===== src/rtl/uart_pkg.sv =====
// Shared UART definitions for the transmit and receive paths.
//   CLK_FREQ / BAUD_RATE : system clock and line rate
//   CLKS_PER_BIT         : clock cycles per UART bit time (868 at 100 MHz / 115200)
//   BYTE_W               : payload width of one frame
//   tx_state_e           : serializer states
package uart_pkg;

  localparam int CLK_FREQ     = 100000000;
  localparam int BAUD_RATE    = 115200;
  localparam int CLKS_PER_BIT = CLK_FREQ / BAUD_RATE;
  localparam int BYTE_W       = 8;

  typedef enum logic [1:0] {
    TX_IDLE  = 2'd0,
    TX_START = 2'd1,
    TX_DATA  = 2'd2,
    TX_STOP  = 2'd3
  } tx_state_e;

endpackage


===== src/rtl/uart_tx_buffered_if.sv =====
// Byte producer -> UART transmitter handshake.
//   in_valid : producer presents in_byte (held until accepted)
//   in_byte  : byte to transmit
//   in_ready : transmitter can accept this cycle
// A byte moves on a clock edge where in_valid && in_ready.
interface uart_tx_buffered_if;
  import uart_pkg::*;

  logic              in_valid;
  logic [BYTE_W-1:0] in_byte;
  logic              in_ready;

  modport master (output in_valid, output in_byte, input in_ready);
  modport slave  (input in_valid, input in_byte, output in_ready);

endinterface


===== src/rtl/uart_tx_buffered_sync_fifo.sv =====
// Single-clock FIFO with registered occupancy count.
//   clk, rst_n : clock, async active-low reset (pointers/count cleared)
//   push/wdata : write; ignored while full
//   pop/rdata  : rdata is the current head (combinational); pop advances it,
//                ignored while empty
//   full/empty : derived from the registered count
//   count      : entries held, AW+1 bits so full and empty are distinct
// DEPTH must be a power of two so the pointers wrap naturally.
module sync_fifo #(
  parameter int WIDTH = 8,
  parameter int DEPTH = 16,
  parameter int AW    = $clog2(DEPTH)
) (
  input  logic             clk,
  input  logic             rst_n,
  input  logic             push,
  input  logic [WIDTH-1:0] wdata,
  input  logic             pop,
  output logic [WIDTH-1:0] rdata,
  output logic             full,
  output logic             empty,
  output logic [AW:0]      count
);

  logic [WIDTH-1:0] mem [DEPTH];
  logic [AW-1:0]    wr_ptr_q, wr_ptr_d;
  logic [AW-1:0]    rd_ptr_q, rd_ptr_d;
  logic [AW:0]      count_q, count_d;
  logic             do_push, do_pop;

  assign full    = (count_q == (AW+1)'(DEPTH));
  assign empty   = (count_q == '0);
  assign count   = count_q;
  assign rdata   = mem[rd_ptr_q];
  assign do_push = push && !full;
  assign do_pop  = pop && !empty;

  always_comb begin
    wr_ptr_d = wr_ptr_q;
    rd_ptr_d = rd_ptr_q;
    count_d  = count_q;
    if (do_push) wr_ptr_d = wr_ptr_q + AW'(1);
    if (do_pop)  rd_ptr_d = rd_ptr_q + AW'(1);
    // simultaneous push and pop leaves the count unchanged
    if (do_push && !do_pop)      count_d = count_q + (AW+1)'(1);
    else if (!do_push && do_pop) count_d = count_q - (AW+1)'(1);
  end

  always_ff @(posedge clk or negedge rst_n) begin
    if (!rst_n) begin
      wr_ptr_q <= '0;
      rd_ptr_q <= '0;
      count_q  <= '0;
    end else begin
      wr_ptr_q <= wr_ptr_d;
      rd_ptr_q <= rd_ptr_d;
      count_q  <= count_d;
    end
  end

  // storage carries no reset; stale entries are unreachable once pointers clear
  always_ff @(posedge clk) begin
    if (do_push) mem[wr_ptr_q] <= wdata;
  end

endmodule


===== src/rtl/uart_tx_buffered.sv =====
// Buffered 8N1 UART transmitter, LSB first.
//   clk, rst_n  : clock, async active-low reset (line forced high, FIFO flushed)
//   in_if       : valid/ready byte input (slave side), in_ready = FIFO not full
//   tx_serial   : UART line, idle high, registered
//   tx_active   : high from first start-bit cycle to last stop-bit cycle
//   tx_done     : one-cycle pulse during the final cycle of each stop bit
//   fifo_count  : bytes queued and not yet popped
// Queued bytes are sent back to back: the last stop-bit edge pops the next byte
// and starts its frame with no idle bit time in between.
module uart_tx_buffered #(
  parameter int CLKS_PER_BIT = uart_pkg::CLKS_PER_BIT,
  parameter int FIFO_DEPTH   = 16,
  parameter int ADDR_W       = $clog2(FIFO_DEPTH)
) (
  input  logic                clk,
  input  logic                rst_n,
  uart_tx_buffered_if.slave   in_if,
  output logic                tx_serial,
  output logic                tx_active,
  output logic                tx_done,
  output logic [ADDR_W:0]     fifo_count
);
  import uart_pkg::*;

  localparam int BC_W = $clog2(CLKS_PER_BIT);

  localparam logic [1:0] IDLE  = TX_IDLE;
  localparam logic [1:0] START = TX_START;
  localparam logic [1:0] DATA  = TX_DATA;
  localparam logic [1:0] STOP  = TX_STOP;

  localparam logic [BC_W-1:0] BIT_LAST = BC_W'(CLKS_PER_BIT - 1);
  // tx_done is registered, so it is set one cycle early to land on the last stop cycle
  localparam logic [BC_W-1:0] DONE_AT  = BC_W'(CLKS_PER_BIT - 2);

  logic [1:0]        state_q, state_d;
  logic [BC_W-1:0]   bit_cnt_q, bit_cnt_d;
  logic [2:0]        idx_q, idx_d;
  logic [BYTE_W-1:0] shift_q, shift_d;
  logic              tx_serial_q, tx_serial_d;
  logic              tx_active_q, tx_active_d;
  logic              tx_done_q, tx_done_d;

  logic              pop;
  logic              bit_end;
  logic [BYTE_W-1:0] fifo_rdata;
  logic              fifo_full, fifo_empty;

  sync_fifo #(
    .WIDTH (BYTE_W),
    .DEPTH (FIFO_DEPTH),
    .AW    (ADDR_W)
  ) u_fifo (
    .clk   (clk),
    .rst_n (rst_n),
    .push  (in_if.in_valid),
    .wdata (in_if.in_byte),
    .pop   (pop),
    .rdata (fifo_rdata),
    .full  (fifo_full),
    .empty (fifo_empty),
    .count (fifo_count)
  );

  // registered count only: a pop on a full FIFO does not open a slot that edge
  assign in_if.in_ready = !fifo_full;
  assign tx_serial      = tx_serial_q;
  assign tx_active      = tx_active_q;
  assign tx_done        = tx_done_q;
  assign bit_end        = (bit_cnt_q == BIT_LAST);

  always_comb begin
    state_d     = state_q;
    bit_cnt_d   = bit_cnt_q;
    idx_d       = idx_q;
    shift_d     = shift_q;
    tx_serial_d = tx_serial_q;
    tx_active_d = tx_active_q;
    tx_done_d   = 1'b0;
    pop         = 1'b0;

    case (state_q)
      IDLE: begin
        if (!fifo_empty) begin
          pop         = 1'b1;
          shift_d     = fifo_rdata;
          tx_serial_d = 1'b0;
          tx_active_d = 1'b1;
          bit_cnt_d   = '0;
          state_d     = START;
        end
      end

      START: begin
        if (bit_end) begin
          bit_cnt_d   = '0;
          idx_d       = '0;
          tx_serial_d = shift_q[0];
          state_d     = DATA;
        end else begin
          bit_cnt_d = bit_cnt_q + BC_W'(1);
        end
      end

      DATA: begin
        if (bit_end) begin
          bit_cnt_d = '0;
          if (idx_q == 3'd7) begin
            tx_serial_d = 1'b1;
            state_d     = STOP;
          end else begin
            idx_d       = idx_q + 3'd1;
            shift_d     = shift_q >> 1;
            tx_serial_d = shift_q[1];
          end
        end else begin
          bit_cnt_d = bit_cnt_q + BC_W'(1);
        end
      end

      STOP: begin
        tx_done_d = (bit_cnt_q == DONE_AT);
        if (bit_end) begin
          bit_cnt_d = '0;
          if (!fifo_empty) begin
            // chain straight into the next start bit
            pop         = 1'b1;
            shift_d     = fifo_rdata;
            tx_serial_d = 1'b0;
            state_d     = START;
          end else begin
            tx_active_d = 1'b0;
            state_d     = IDLE;
          end
        end else begin
          bit_cnt_d = bit_cnt_q + BC_W'(1);
        end
      end

      default: begin
        tx_serial_d = 1'b1;
        tx_active_d = 1'b0;
        state_d     = IDLE;
      end
    endcase
  end

  always_ff @(posedge clk or negedge rst_n) begin
    if (!rst_n) begin
      state_q     <= IDLE;
      bit_cnt_q   <= '0;
      idx_q       <= '0;
      shift_q     <= '0;
      tx_serial_q <= 1'b1;
      tx_active_q <= 1'b0;
      tx_done_q   <= 1'b0;
    end else begin
      state_q     <= state_d;
      bit_cnt_q   <= bit_cnt_d;
      idx_q       <= idx_d;
      shift_q     <= shift_d;
      tx_serial_q <= tx_serial_d;
      tx_active_q <= tx_active_d;
      tx_done_q   <= tx_done_d;
    end
  end

endmodule

===== src/flat_wrapper.sv =====
// flat-port wrapper written by rule: the top's interface ports become plain ports
module uart_tx_buffered_flat import uart_pkg::*;
#(
  parameter int CLKS_PER_BIT = uart_pkg::CLKS_PER_BIT,
  parameter int FIFO_DEPTH   = 16,
  parameter int ADDR_W       = $clog2(FIFO_DEPTH)
)
  (clk, rst_n, tx_serial, tx_active, tx_done, fifo_count, in_if_in_valid, in_if_in_byte, in_if_in_ready);
  uart_tx_buffered_if in_if_i ();
  input  logic clk;
  input  logic rst_n;
  output logic tx_serial;
  output logic tx_active;
  output logic tx_done;
  output logic [ADDR_W:0] fifo_count;
  input wire logic [$bits(in_if_i.in_valid)-1:0] in_if_in_valid;
  input wire logic [$bits(in_if_i.in_byte)-1:0] in_if_in_byte;
  output wire logic [$bits(in_if_i.in_ready)-1:0] in_if_in_ready;
  assign in_if_i.in_valid = in_if_in_valid;
  assign in_if_i.in_byte = in_if_in_byte;
  assign in_if_in_ready = in_if_i.in_ready;
  uart_tx_buffered #(.CLKS_PER_BIT(CLKS_PER_BIT), .FIFO_DEPTH(FIFO_DEPTH), .ADDR_W(ADDR_W)) u_core (.clk(clk), .rst_n(rst_n), .in_if(in_if_i), .tx_serial(tx_serial), .tx_active(tx_active), .tx_done(tx_done), .fifo_count(fifo_count));
endmodule

===== config.mk =====
export PLATFORM = sky130hd
export DESIGN_NAME = uart_tx_buffered_flat
export DESIGN_NICKNAME = d
export VERILOG_FILES = /design/src/rtl/uart_pkg.sv /design/src/rtl/uart_tx_buffered_if.sv /design/src/rtl/uart_tx_buffered_sync_fifo.sv /design/src/rtl/uart_tx_buffered.sv /design/src/flat_wrapper.sv
export SDC_FILE = /design/constraint.sdc
export NUM_CORES = 1
export LEC_CHECK = 0
export BUFFER_PORTS_ARGS = -buffer_cell sky130_fd_sc_hd__buf_4
export CORE_ASPECT_RATIO = 1.4
export CORE_MARGIN = 1
export CORE_UTILIZATION = 30
export CTS_CLUSTER_SIZE = 28
export DETAILED_ROUTE_END_ITERATION = 10
export REMOVE_ABC_BUFFERS = 1
export SLEW_MARGIN = 10
export SYNTH_ARGS = -nofsm -noshare
export SYNTH_HDL_FRONTEND = slang
export SYNTH_SLANG_ARGS = --single-unit

===== constraint.sdc =====
create_clock -name clk -period 6.1 [get_ports clk]
set_clock_uncertainty 0.1 [all_clocks]
set_input_delay 0.915 -clock clk [delete_from_list [all_inputs] [get_ports clk]]
set_output_delay 0.915 -clock clk [all_outputs]
set_load 0.01 [all_outputs]

After elaboration in Yosys (flattened, before gate mapping)
Memories as Yosys holds them, arrays and structs flattened.
Cells that the tools add are included.
W data, S select, Z words.
{ "totals": {"ff_bits": 39, "latch_bits": 0, "mem_bits_rw": 128, "mem_bits_ro": 0, "input_bits": 11, "out_inout_bits": 9, "word_cells": 88, "mem_count": 1} }
{ "memory_table": {"columns": ["memory", "depth", "width", "rd", "rd_ports_with_merged_regs", "write_ports", "line_no", "source"], "rows": [
  ["u_core.u_fifo.mem", 16, 8, 1, 0, 1, "uart_tx_buffered_sync_fifo.sv:25", "logic [WIDTH-1:0] mem [DEPTH];"]
]} }
{ "classes": {"addsub": 6, "mul": 0, "div": 0, "n_lt_le_gt_ge": 0, "n_eq_ne": 14, "n_shift": 0, "mux": 37, "bitwise": 0, "reduce_logical": 20} }
{ "ops": {"columns": ["cell", "n"], "rows": [
  ["$mux W8", 4],
  ["$pmux W8 S3", 1],
  ["$eq A10 B10 Y1 const B", 2],
  ["$mux W10", 2],
  ["$pmux W10 S2", 1],
  ["$mux W1", 14],
  ["$reduce_and A4 Y1", 3],
  ["$add A10 B1 Y10 const B", 1],
  ["$mux W2", 5],
  ["$mux W5", 2],
  ["$ne A2 B1 Y1 const B", 5],
  ["$mux W3", 3],
  ["$add A4 B1 Y4 const B", 2],
  ["$pmux W2 S4", 1],
  ["$pmux W3 S2", 1],
  ["$reduce_bool A2 Y1", 3],
  ["$add A5 B1 Y5 const B", 1],
  ["$eq A5 B5 Y1 const B", 1],
  ["$logic_not A5 Y1", 1],
  ["$reduce_and A5 Y1", 1],
  ["$sub A5 B1 Y5 const B", 1],
  ["$eq A2 B2 Y1 const B", 2],
  ["$logic_and A1 B1 Y1", 4],
  ["$logic_not A1 Y1", 4],
  ["10 further kinds", 12]
]} }

Longest topological paths before layout
Gate-level depths: netlist (run 1).
{ "logic_depth": {"ltp_word": 8, "mapped_depth": 13, "mapped_depth_nobuf": 13} }

Hierarchy
From an unflattened synthesis (run 1), not the netlist that was laid out.
{ "hier_totals": {"hier_cells": 473, "hier_area_um2": 7372.1} }
{ "by_module_without_submodules": {"columns": ["module", "instances", "cells_each", "area_per_inst_um2", "seq_area_each_um2"], "rows": [
  ["sync_fifo", 1, 322, 5774.3, 4169.0],
  ["uart_tx_buffered", 1, 151, 1597.8, 651.9]
]} }

Worst setup path after synthesis (run 1)
OpenSTA, ideal clock, no wires.
{ "synth_path": {"path_kind": "reg-to-reg", "start": "reg u_core.u_fifo.count_q[1], in the netlist u_core.u_fifo.count[1]", "end": "reg u_core.u_fifo.count_q[4], in the netlist u_core.u_fifo.count[4]", "setup_time_ns": 0.080, "arrival_time_ns": 3.043, "required_time_ns": 5.920, "slack_ns": 2.877, "stages_incl_launch_ff": 13, "n_path_buf": 1, "synth_period_minus_slack_ns": 3.223, "path_cell_list": "dfrtp_1 > nor4_1 > nand2_1 > and2_1 > clkbuf_1 > ha_1 > inv_1 > ha_1 > nor2b_1 > o21a_1 > or3_1 > a21oi_1 > xnor2_1"} }
{ "synth_between": {"word_cells_on_any_way": 18, "classes_between": "add/sub (2); eq/ne (1); mux (5); reduce/logical (10)"} }
{ "synth_lines": {"columns": ["item", "line_no", "source"], "rows": [
  ["start: declaration", "uart_tx_buffered_sync_fifo.sv:28", "logic [AW:0] count_q, count_d;"],
  ["start signal: assignment", "uart_tx_buffered_sync_fifo.sv:57", "count_q <= count_d;"],
  ["$eq A5 B5 Y1 *", "uart_tx_buffered_sync_fifo.sv:31", "assign full = (count_q == (AW+1)'(DEPTH));"],
  ["$logic_not A1 Y1 *", null, null],
  ["via in_if_in_ready", "flat_wrapper.sv:18", "output wire logic [$bits(in_if_i.in_ready)-1:0] in_if_in_ready;"],
  ["$logic_and A1 B1 Y1 *", "uart_tx_buffered_sync_fifo.sv:35", "assign do_push = push && !full;"],
  ["via u_core.u_fifo.do_push", "uart_tx_buffered_sync_fifo.sv:29", "logic do_push, do_pop;"],
  ["$logic_not A1 Y1", "uart_tx_buffered_sync_fifo.sv:46", "else if (!do_push && do_pop) count_d = count_q - (AW+1)'(1);"],
  ["$logic_and A1 B1 Y1", "uart_tx_buffered_sync_fifo.sv:46", null],
  ["$reduce_bool A2 Y1 (no line)", null, null]
]} }
The timed path passes the listed nets; every way through them passes the cells marked *. The select of a mux whose other input is x is not followed.
A chain may end at the register's enable or synchronous reset.

Worst setup path after layout (run 1)
{ "layout_path": {"start": "reg u_core.bit_cnt_q[4]", "end": "reg u_core.u_fifo.count_q[4], in the netlist u_core.u_fifo.count[4]"} }
{ "layout_between": {"elab_chain_len": 7, "word_cells_on_any_way": 9, "classes_between": "eq/ne (1); mux (3); reduce/logical (5)"} }
{ "layout_lines": {"columns": ["item", "line_no", "source"], "rows": [
  ["start: declaration", "uart_tx_buffered.sv:37", "logic [BC_W-1:0] bit_cnt_q, bit_cnt_d;"],
  ["start signal: assignment", "uart_tx_buffered.sv:159", "bit_cnt_q <= bit_cnt_d;"],
  ["$eq A10 B10 Y1 *", "uart_tx_buffered.sv:70", "assign bit_end = (bit_cnt_q == BIT_LAST);"],
  ["$mux W1 *", "uart_tx_buffered.sv:123", "if (bit_end) begin"],
  ["$pmux W1 S2 *", "uart_tx_buffered.sv:82", "case (state_q)"],
  ["$logic_and A1 B1 Y1 *", "uart_tx_buffered_sync_fifo.sv:36", "assign do_pop = pop && !empty;"],
  ["$logic_not A1 Y1", "uart_tx_buffered_sync_fifo.sv:45", "if (do_push && !do_pop) count_d = count_q + (AW+1)'(1);"],
  ["$logic_and A1 B1 Y1", "uart_tx_buffered_sync_fifo.sv:45", null],
  ["$mux W5 or $reduce_bool A2 Y1 (tied branches)", null, null]
]} }
Every way passes the cells marked *; elsewhere a longest branch is shown, timed or not.

==> results of run 1 <==
how the worst max path moves through the flow:
stage / end / slack [ns]
floorplan: u_core.u_fifo.count[4]$_DFFE_PN0P_ / 2.97
global placement: u_core.u_fifo.count[4]$_DFFE_PN0P_ / 2.73
detailed placement: u_core.u_fifo.count[4]$_DFFE_PN0P_ / 2.68
CTS: u_core.u_fifo.count[4]$_DFFE_PN0P_ / 2.66
global route: u_core.u_fifo.count[4]$_DFFE_PN0P_ / 2.37
finish: u_core.u_fifo.count[4]$_DFFE_PN0P_ / 2.68
state kept, by name (all words and copies together), names as in the netlist:
signal and count:
u_core.u_fifo.mem 128, u_core.bit_cnt_q 10, u_core.shift_q 8, u_core.u_fifo.count 5
u_core.u_fifo.rd_ptr_q 4, u_core.u_fifo.wr_ptr_q 4, u_core.idx_q 3, u_core.state_q 2
u_core.tx_active 1, u_core.tx_done 1, u_core.tx_serial 1
cells in the mapped netlist, drive strengths merged (11+ instances only):
master and number:
a21oi 11, clkbuf 13, dfrtp 38, edfxtp 128, ha 18, inv 11, mux2i 36, mux4 19
nand2 35, nand3 14, nor2 28, o21ai 11
power breakdown:
group	leakage (nW)	internal, mW	switching (mW)
sequential	1.63	1.34	0.0639
combinational	0.895	0.131	0.210
clock	0.288	0.548	0.503
total	2.82	2.02	0.776
through the flow:
| stage | total power [mW] | instance area [um2] | setup WS (ns) |
|---|---|---|---|
| after floorplan | 1.622 | 7082 | 2.968 |
| final | 2.800 | 8232 | 2.678 |
| after detailed placement | 1.779 | 7654 | 2.684 |
| after global placement | 1.754 | 7654 | 2.734 |
| after global routing | 2.913 | 8232 | 2.375 |
| after CTS | 2.825 | 8232 | 2.662 |
layout make-up:
class / instances / area share
clock buffers: 17 / 0.05168
clock inverters: 15 / 0.01854
inverters: 11 / 0.005016
flip-flops and latches: 167 / 0.5858
repair buffers: 25 / 0.02280
multi-input cells: 264 / 0.2696
well taps: 306 / 0.04651
worst reg2reg max path, cell delays in order (launching register included):
cell and delay, ns:
dfrtp_1 0.46, nor4b_4 0.44, a41oi_1 0.20, nor3_1 0.50, inv_1 0.09, ha_1 0.24
inv_1 0.12, ha_1 0.27, nor2b_1 0.14, o21a_1 0.17, or3_1 0.30, a21oi_1 0.19
xnor2_1 0.14
placed cells by master (no fill, tap or decap), types with 2 or more instances in the layout:
master       n
mux2_2       8
ha_1        18
and3_1       3
o311ai_0     7
a22o_1       4
clkinv_4     4
inv_8        7
nor2b_1      3
o21ai_0     11
mux2i_1     36
nor2_1      28
nor3_1       7
xnor2_1      8
buf_4       25
xor2_1      10
inv_1       11
a41oi_1      2
nand4_1      4
a21o_1       2
and3_2       2
a21oi_1     11
and2_1       3
nand2b_1     4
edfxtp_1   128
dfrtp_1     37
inv_6        2
nand2_1     35
a22oi_1      7
nand3_1     13
mux4_2      19
clkbuf_16   17
per-layer routing:
metal / vias up / global-route usage / routed length (um)
li1: 1816 / - / -
met1: 2053 / 0.1496 / 6251
met2: 77 / 0.2440 / 8111
met3: 18 / 0.02846 / 442
met4: 0 / 0.05333 / 243
met5: - / 0 / 0
logic make-up (layout without fill, tap and decap cells):
family,count (synthesis),in the layout,synth area share
multiplexers,63,63,0.1226
AO/OA/AOI/OAI,54,54,0.05448
XOR/XNOR,18,18,0.02200
buffers and inverters,31,68,0.01746
AND/OR/NAND/NOR,110,110,0.07648
adder cells (fa/ha/maj),19,19,0.03422
flip-flops,167,167,0.6728
==> metrics.txt, run 1 <==
CTS sink count ~170; Setup Buffers After CTS 0; Register Area 4822 um2; hpwl dp 9.732 mm; Yosys reg bits between 150 and 200; First-pass DRT Iterations 5; layout cells sized above 1 0.1844; Die Area 24520 um2; Total GRT Usage 0.1331; Seq/Total Area, Yosys 0.6728; slowest CP cell nor3_1; synthesized instance count 462; final core utilization 0.3522; routability cong. about 0.80; Arr. time, crit path 3.68 ns; EDFF count, synth 128; Slew HR 0.3221; min Tclk post-route 3.422 ns; crit path max fanout 5; cell depth of the worst flop-to-flop path 12; first-pass GRT wire length 23.91 mm; max-cap viol count 0; ys async rst share 0.2335; Inserted Clock Buffers 17; Placed Cells incl. Taps 773; Final nets 516; crit-path cells nor4b_4, a41oi_1, nor3_1, inv_1, ha_1, inv_1, ha_1, nor2b_1, o21a_1, or3_1, a21oi_1, xnor2_1; drt total wl 15.05 mm; diodes inserted 0; reg-to-reg critical path endpoint u_core.u_fifo.count[4]$_DFFE_PN0P_; worst min-delay path category primary input to async pin; status complete, no violations; hold buffers post-CTS 0; I/O Buffers 19; ys flop type edfxtp_1; fmax 0.2923 GHz; RSZ-0062 raised after global routing false; CP bufs+invs 2; die width between 100 and 150 um; clock root buffer master clkbuf_16; # H-tree levels 4; final-report max-slew violation count 0; worst reg-to-reg setup slack 2.68 ns; CTS tree done; Yosys top cell area share 0.5364; cell area power density 340.1 nW/um2; Critical Setup Path Class register to register; reg-to-reg startpoint u_core.bit_cnt_q[4]$_DFFE_PN0P_; Max stage delay on crit path 0.50 ns; # setup viols final 0; Final period util 0.5609; Post-Synthesis Cell Area 7166 um2; clock slew at reported path FFs approximately 0.080 ns; Cell variety after synth 50; Pleak 2.816 nW; setup_tns 0 ns; FP Rows 66; via count about 4000; CP Capture Type register; maximum vdd drop 182.0 uV; # DRC 0; Mean Syn Cell Area 15.51 um2; area delta synth->final 14.88%; Fillers 2189; Setup crit start kind register; area of the core 23370 um2; Worst-Skew Late Latency around 0.43 ns; top post-synthesis cells by area edfxtp_1, dfrtp_1, mux4_2; Resize count post-CTS 0; Non-Filler Instances 805; YS warnings 0; Routed Antenna Nets 0; initial core utilization 0.3066; Multi-input gate area 2220 um2; WL per Instance 18.69 um; number of global-route vias before repair 4184; initial antenna violation count 0; Boundary Pins 20; grt ovf 0; endpoints failing hold 0; largest net degree at the start of global routing 50; Required @ worst endpoint 6.36 ns; die height 184.9 um; Clock Path Buffers 2; largest area contributor in the netlist edfxtp_1; hold_ws 0.3469 ns; vias per cell 4.924; Slew @ Worst Pin around 1.0 ns; Top delay family on crit path simple AND/OR/NAND/NOR gates; total stage count of the critical path 12; critical path startpoint u_core.bit_cnt_q[4]$_DFFE_PN0P_; Iter 0 DRT Violations 268
Power figures use the tool's default switching activity.
==> run 2: changes to the inputs <==
--- a/config.mk
+++ b/config.mk
@@ -5,6 +5,7 @@
 export SDC_FILE = /design/constraint.sdc
 export NUM_CORES = 1
 export LEC_CHECK = 0
+export ABC_AREA = 1
 export BUFFER_PORTS_ARGS = -buffer_cell sky130_fd_sc_hd__buf_4
 export CORE_ASPECT_RATIO = 1.4
 export CORE_MARGIN = 1
==> constraint.sdc (replaced) <==
create_clock -name clk -period 3.01 [get_ports clk]
set_clock_uncertainty 0.1 [all_clocks]
set_input_delay 0.4515 -clock clk [delete_from_list [all_inputs] [get_ports clk]]
set_output_delay 0.4515 -clock clk [all_outputs]
set_load 0.01 [all_outputs]
==> run 2 against run 1 <==
  * Clock-buffer cell count increased by 2
  * Synthesized cell count grew 66%
  * Hold slack lost 0.076 ns
  * Register-to-register slack worse by 2.4 ns
  * Via count grew 30%
  * Largest cell class unchanged
==> metrics.txt, run 2 <==
Arr. time, crit path 3.02 ns (-0.66 ns); FP Rows 68 (+3.0%); Yosys reg bits 167 (unchanged); total stage count of the critical path 15 (+3); Cell variety after synth 34 (-32%); min Tclk post-route 2.750 ns (-0.6711 ns); most frequent cells in the layout nand2_1, edfxtp_1, nor2_1; vias per cell 4.592 (-6.8%); proportion of synthesized area in mux cells 0 (-0.1226); XOR/XNOR share of the synthesized area 0.01044 (-0.01156); crit path max fanout 6 (+1); I/O Buffers 19 (unchanged); commonest non-fill, non-tap cell in the layout nand2_1; area delta synth->final 14.13%; first-pass GRT wire length 26.34 mm (+10%); Fillers 2494 (+14%); routability cong. 0.8493 (+5.6%); # H-tree levels 4 (unchanged); top post-synthesis cells by area edfxtp_1, dfrtp_1, nand2_1; hold_ws 0.2706 ns (-0.07624 ns); setup_tns 0 ns (unchanged); ys async rst share 0.2335 (unchanged); grt ovf 0 (unchanged); Inserted Clock Buffers 17 (unchanged); Slew HR 0.4502 (+0.1281); worst min-delay path category primary input to register; status complete, no violations; Setup crit start kind register; CP Capture Type register; clock slew at reported path FFs 0.06 ns (-0.02 ns); # setup viols final 0 (unchanged); Seq/Total Area, Yosys 0.6383 (-0.03444); slowest CP cell dfrtp_1; compound-cell area share of the yosys netlist 0.03496 (-0.01952); most frequent cells after synthesis nand2_1, edfxtp_1, nor2_1; Yosys top cell area share 0.5089 (-0.02746); die height 189.7 um (+2.6%); Critical Setup Path Class register to register; post-place setup slack 0.3068 ns (-2.377 ns); largest area contributor in the netlist edfxtp_1; Mean Syn Cell Area 9.846 um2 (-37%); cell area power density 633.9 nW/um2 (+86%); RSZ-0062 raised after global routing false; crit-path cells ha_1, nand2_1, nor2_2, nand2_4, o21ai_2, nand2_2, ha_1, inv_1, ha_1, a21oi_1, nor2_1, nor2_1, xor2_1, nand2_1, nand2_1; endpoints failing hold 0 (unchanged); cell depth of the worst flop-to-flop path 15 (+3); final worst slack 0.2595 ns (-2.419 ns); Largest Register u_core.u_fifo.mem; Die Area 25820 um2 (+5.3%); Final nets 826 (+60%); CTS tree done; max-cap viol count 0 (unchanged); ys flop type edfxtp_1; Synth Area in Adders 0.03247 (-0.001752); Required @ worst endpoint 3.28 ns (-3.08 ns); post-route cell area 8620 um2 (+4.7%); EDFF count, synth 128 (unchanged); Max stage delay on crit path 0.40 ns (-0.10 ns); initial antenna violation count 0 (unchanged); Post-Synthesis Cell Area 7552 um2 (+5.4%); diodes inserted 0 (unchanged); hpwl dp 10.70 mm (+10%); YS warnings 0 (unchanged); Routed Antenna Nets 0 (unchanged); final-report max-slew violation count 0 (unchanged); layout cells sized above 1 0.09889 (-0.08548); Resize count post-CTS 0 (unchanged); Area after DPL 8080 um2 (+5.6%); drt total wl 16.28 mm (+8.2%); Iter 0 DRT Violations 345 (+29%); CTS sink count 167 (unchanged); Boundary Pins 20 (unchanged); initial core utilization 0.3061 (-0.0005322); synthesized instance count 767 (+66%); # DRC 0 (unchanged); most common cell in the netlist nand2_1; Slew @ Worst Pin 0.8247 ns (-0.1884 ns); clock root buffer master clkbuf_16; hold path cells 1; die width 136.1 um (+2.6%); Worst-Skew Late Latency 0.43 ns (about the same); max reg flops 128 (unchanged); top flop regs u_core.u_fifo.mem (128), u_core.bit_cnt_q (10), u_core.shift_q (8); combinational family with the most area after synthesis simple AND/OR/NAND/NOR gates; Pleak 3.636 nW (+29%); maximum vdd drop 327.7 uV (+80%); CP bufs+invs 1 (-1); WL per Instance 14.48 um (-23%); via count 5161 (+30%); area of the core 24670 um2 (+5.6%); Final period util 0.9138 (+0.3529); First-pass DRT Iterations 6 (+1); number of global-route vias before repair 5033 (+20%); largest net degree at the start of global routing 74 (+48%); Post-Synth Simple-Gate Area 0.2377 (+0.1613); Top delay family on crit path adder cells; Clock Path Buffers 2 (unchanged); fmax 0.3636 GHz (+24%); Total GRT Usage 0.1355 (+0.002460)
run 2: final timing paths:
check                                                      from                                    end  slack, ns
min in group asynchronous                                 rst_n        u_core.bit_cnt_q[6]$_DFFE_PN0P_       0.44
worst min register to register     u_core.tx_active$_DFFE_PN0P_           u_core.tx_active$_DFFE_PN0P_       0.39
worst max-delay path            u_core.bit_cnt_q[1]$_DFFE_PN0P_     u_core.u_fifo.count[4]$_DFFE_PN0P_       0.26
max in group asynchronous                                 rst_n  u_core.u_fifo.rd_ptr_q[0]$_DFFE_PN0P_       1.99
worst max register to register  u_core.bit_cnt_q[1]$_DFFE_PN0P_     u_core.u_fifo.count[4]$_DFFE_PN0P_       0.26
worst min-delay path                           in_if_in_byte[7]      u_core.u_fifo.mem[9][7]$_DFFE_PP_       0.27
run 2: area by class of cell:
type | instances | area [um2] | area share
clock buffers | 19 | 432.9 | 0.05022
clock inverters | 13 | 96.34 | 0.01118
inverters | 60 | 225.2 | 0.02613
multi-input cells | 515 | 2384 | 0.2765
flip-flops and latches | 167 | 4822 | 0.5594
well taps | 315 | 394.1 | 0.04573
repair buffers | 35 | 265.3 | 0.03077
run 2: kinds of logic (layout without fill, tap and decap cells):
group,Yosys count,after routing
adders and majority gates,19,19
AOI/OAI and AO/OA,50,50
buffers and inverters,85,127
and+or+nand+nor,437,437
DFF,167,167
xor gates and xnor gates,9,9
run 2: routing by layer:
layer,share of wire,vias up,track usage
li1,-,2569,-
met2,0.50,123,0.2310
met1,0.45,2452,0.1666
met3,0.038,17,0.02478
met5,0,-,0
met4,0.018,0,0.05598
run 2: power breakdown:
group          switching (mW)  internal (mW)
Sequential              0.104           2.72
Clock                   0.893           1.06
Combinational           0.453          0.230
Total                    1.45           4.01
run 2: stage by stage:
step / utilization / power, mW / std cells
finish: 0.3493 / 5.464 / 1124
global route: 0.3493 / 5.706 / 1124
CTS: 0.3493 / 5.515 / 1124
detailed placement: 0.3275 / 3.561 / 1091
global placement: 0.3275 / 3.542 / 1091
floorplan: - / 3.267 / 742
run 2: repair_timing:
action	CTS	global route
hold buffers	1	0
buffers inserted	0	0
endpoints found under the hold margin	38	0
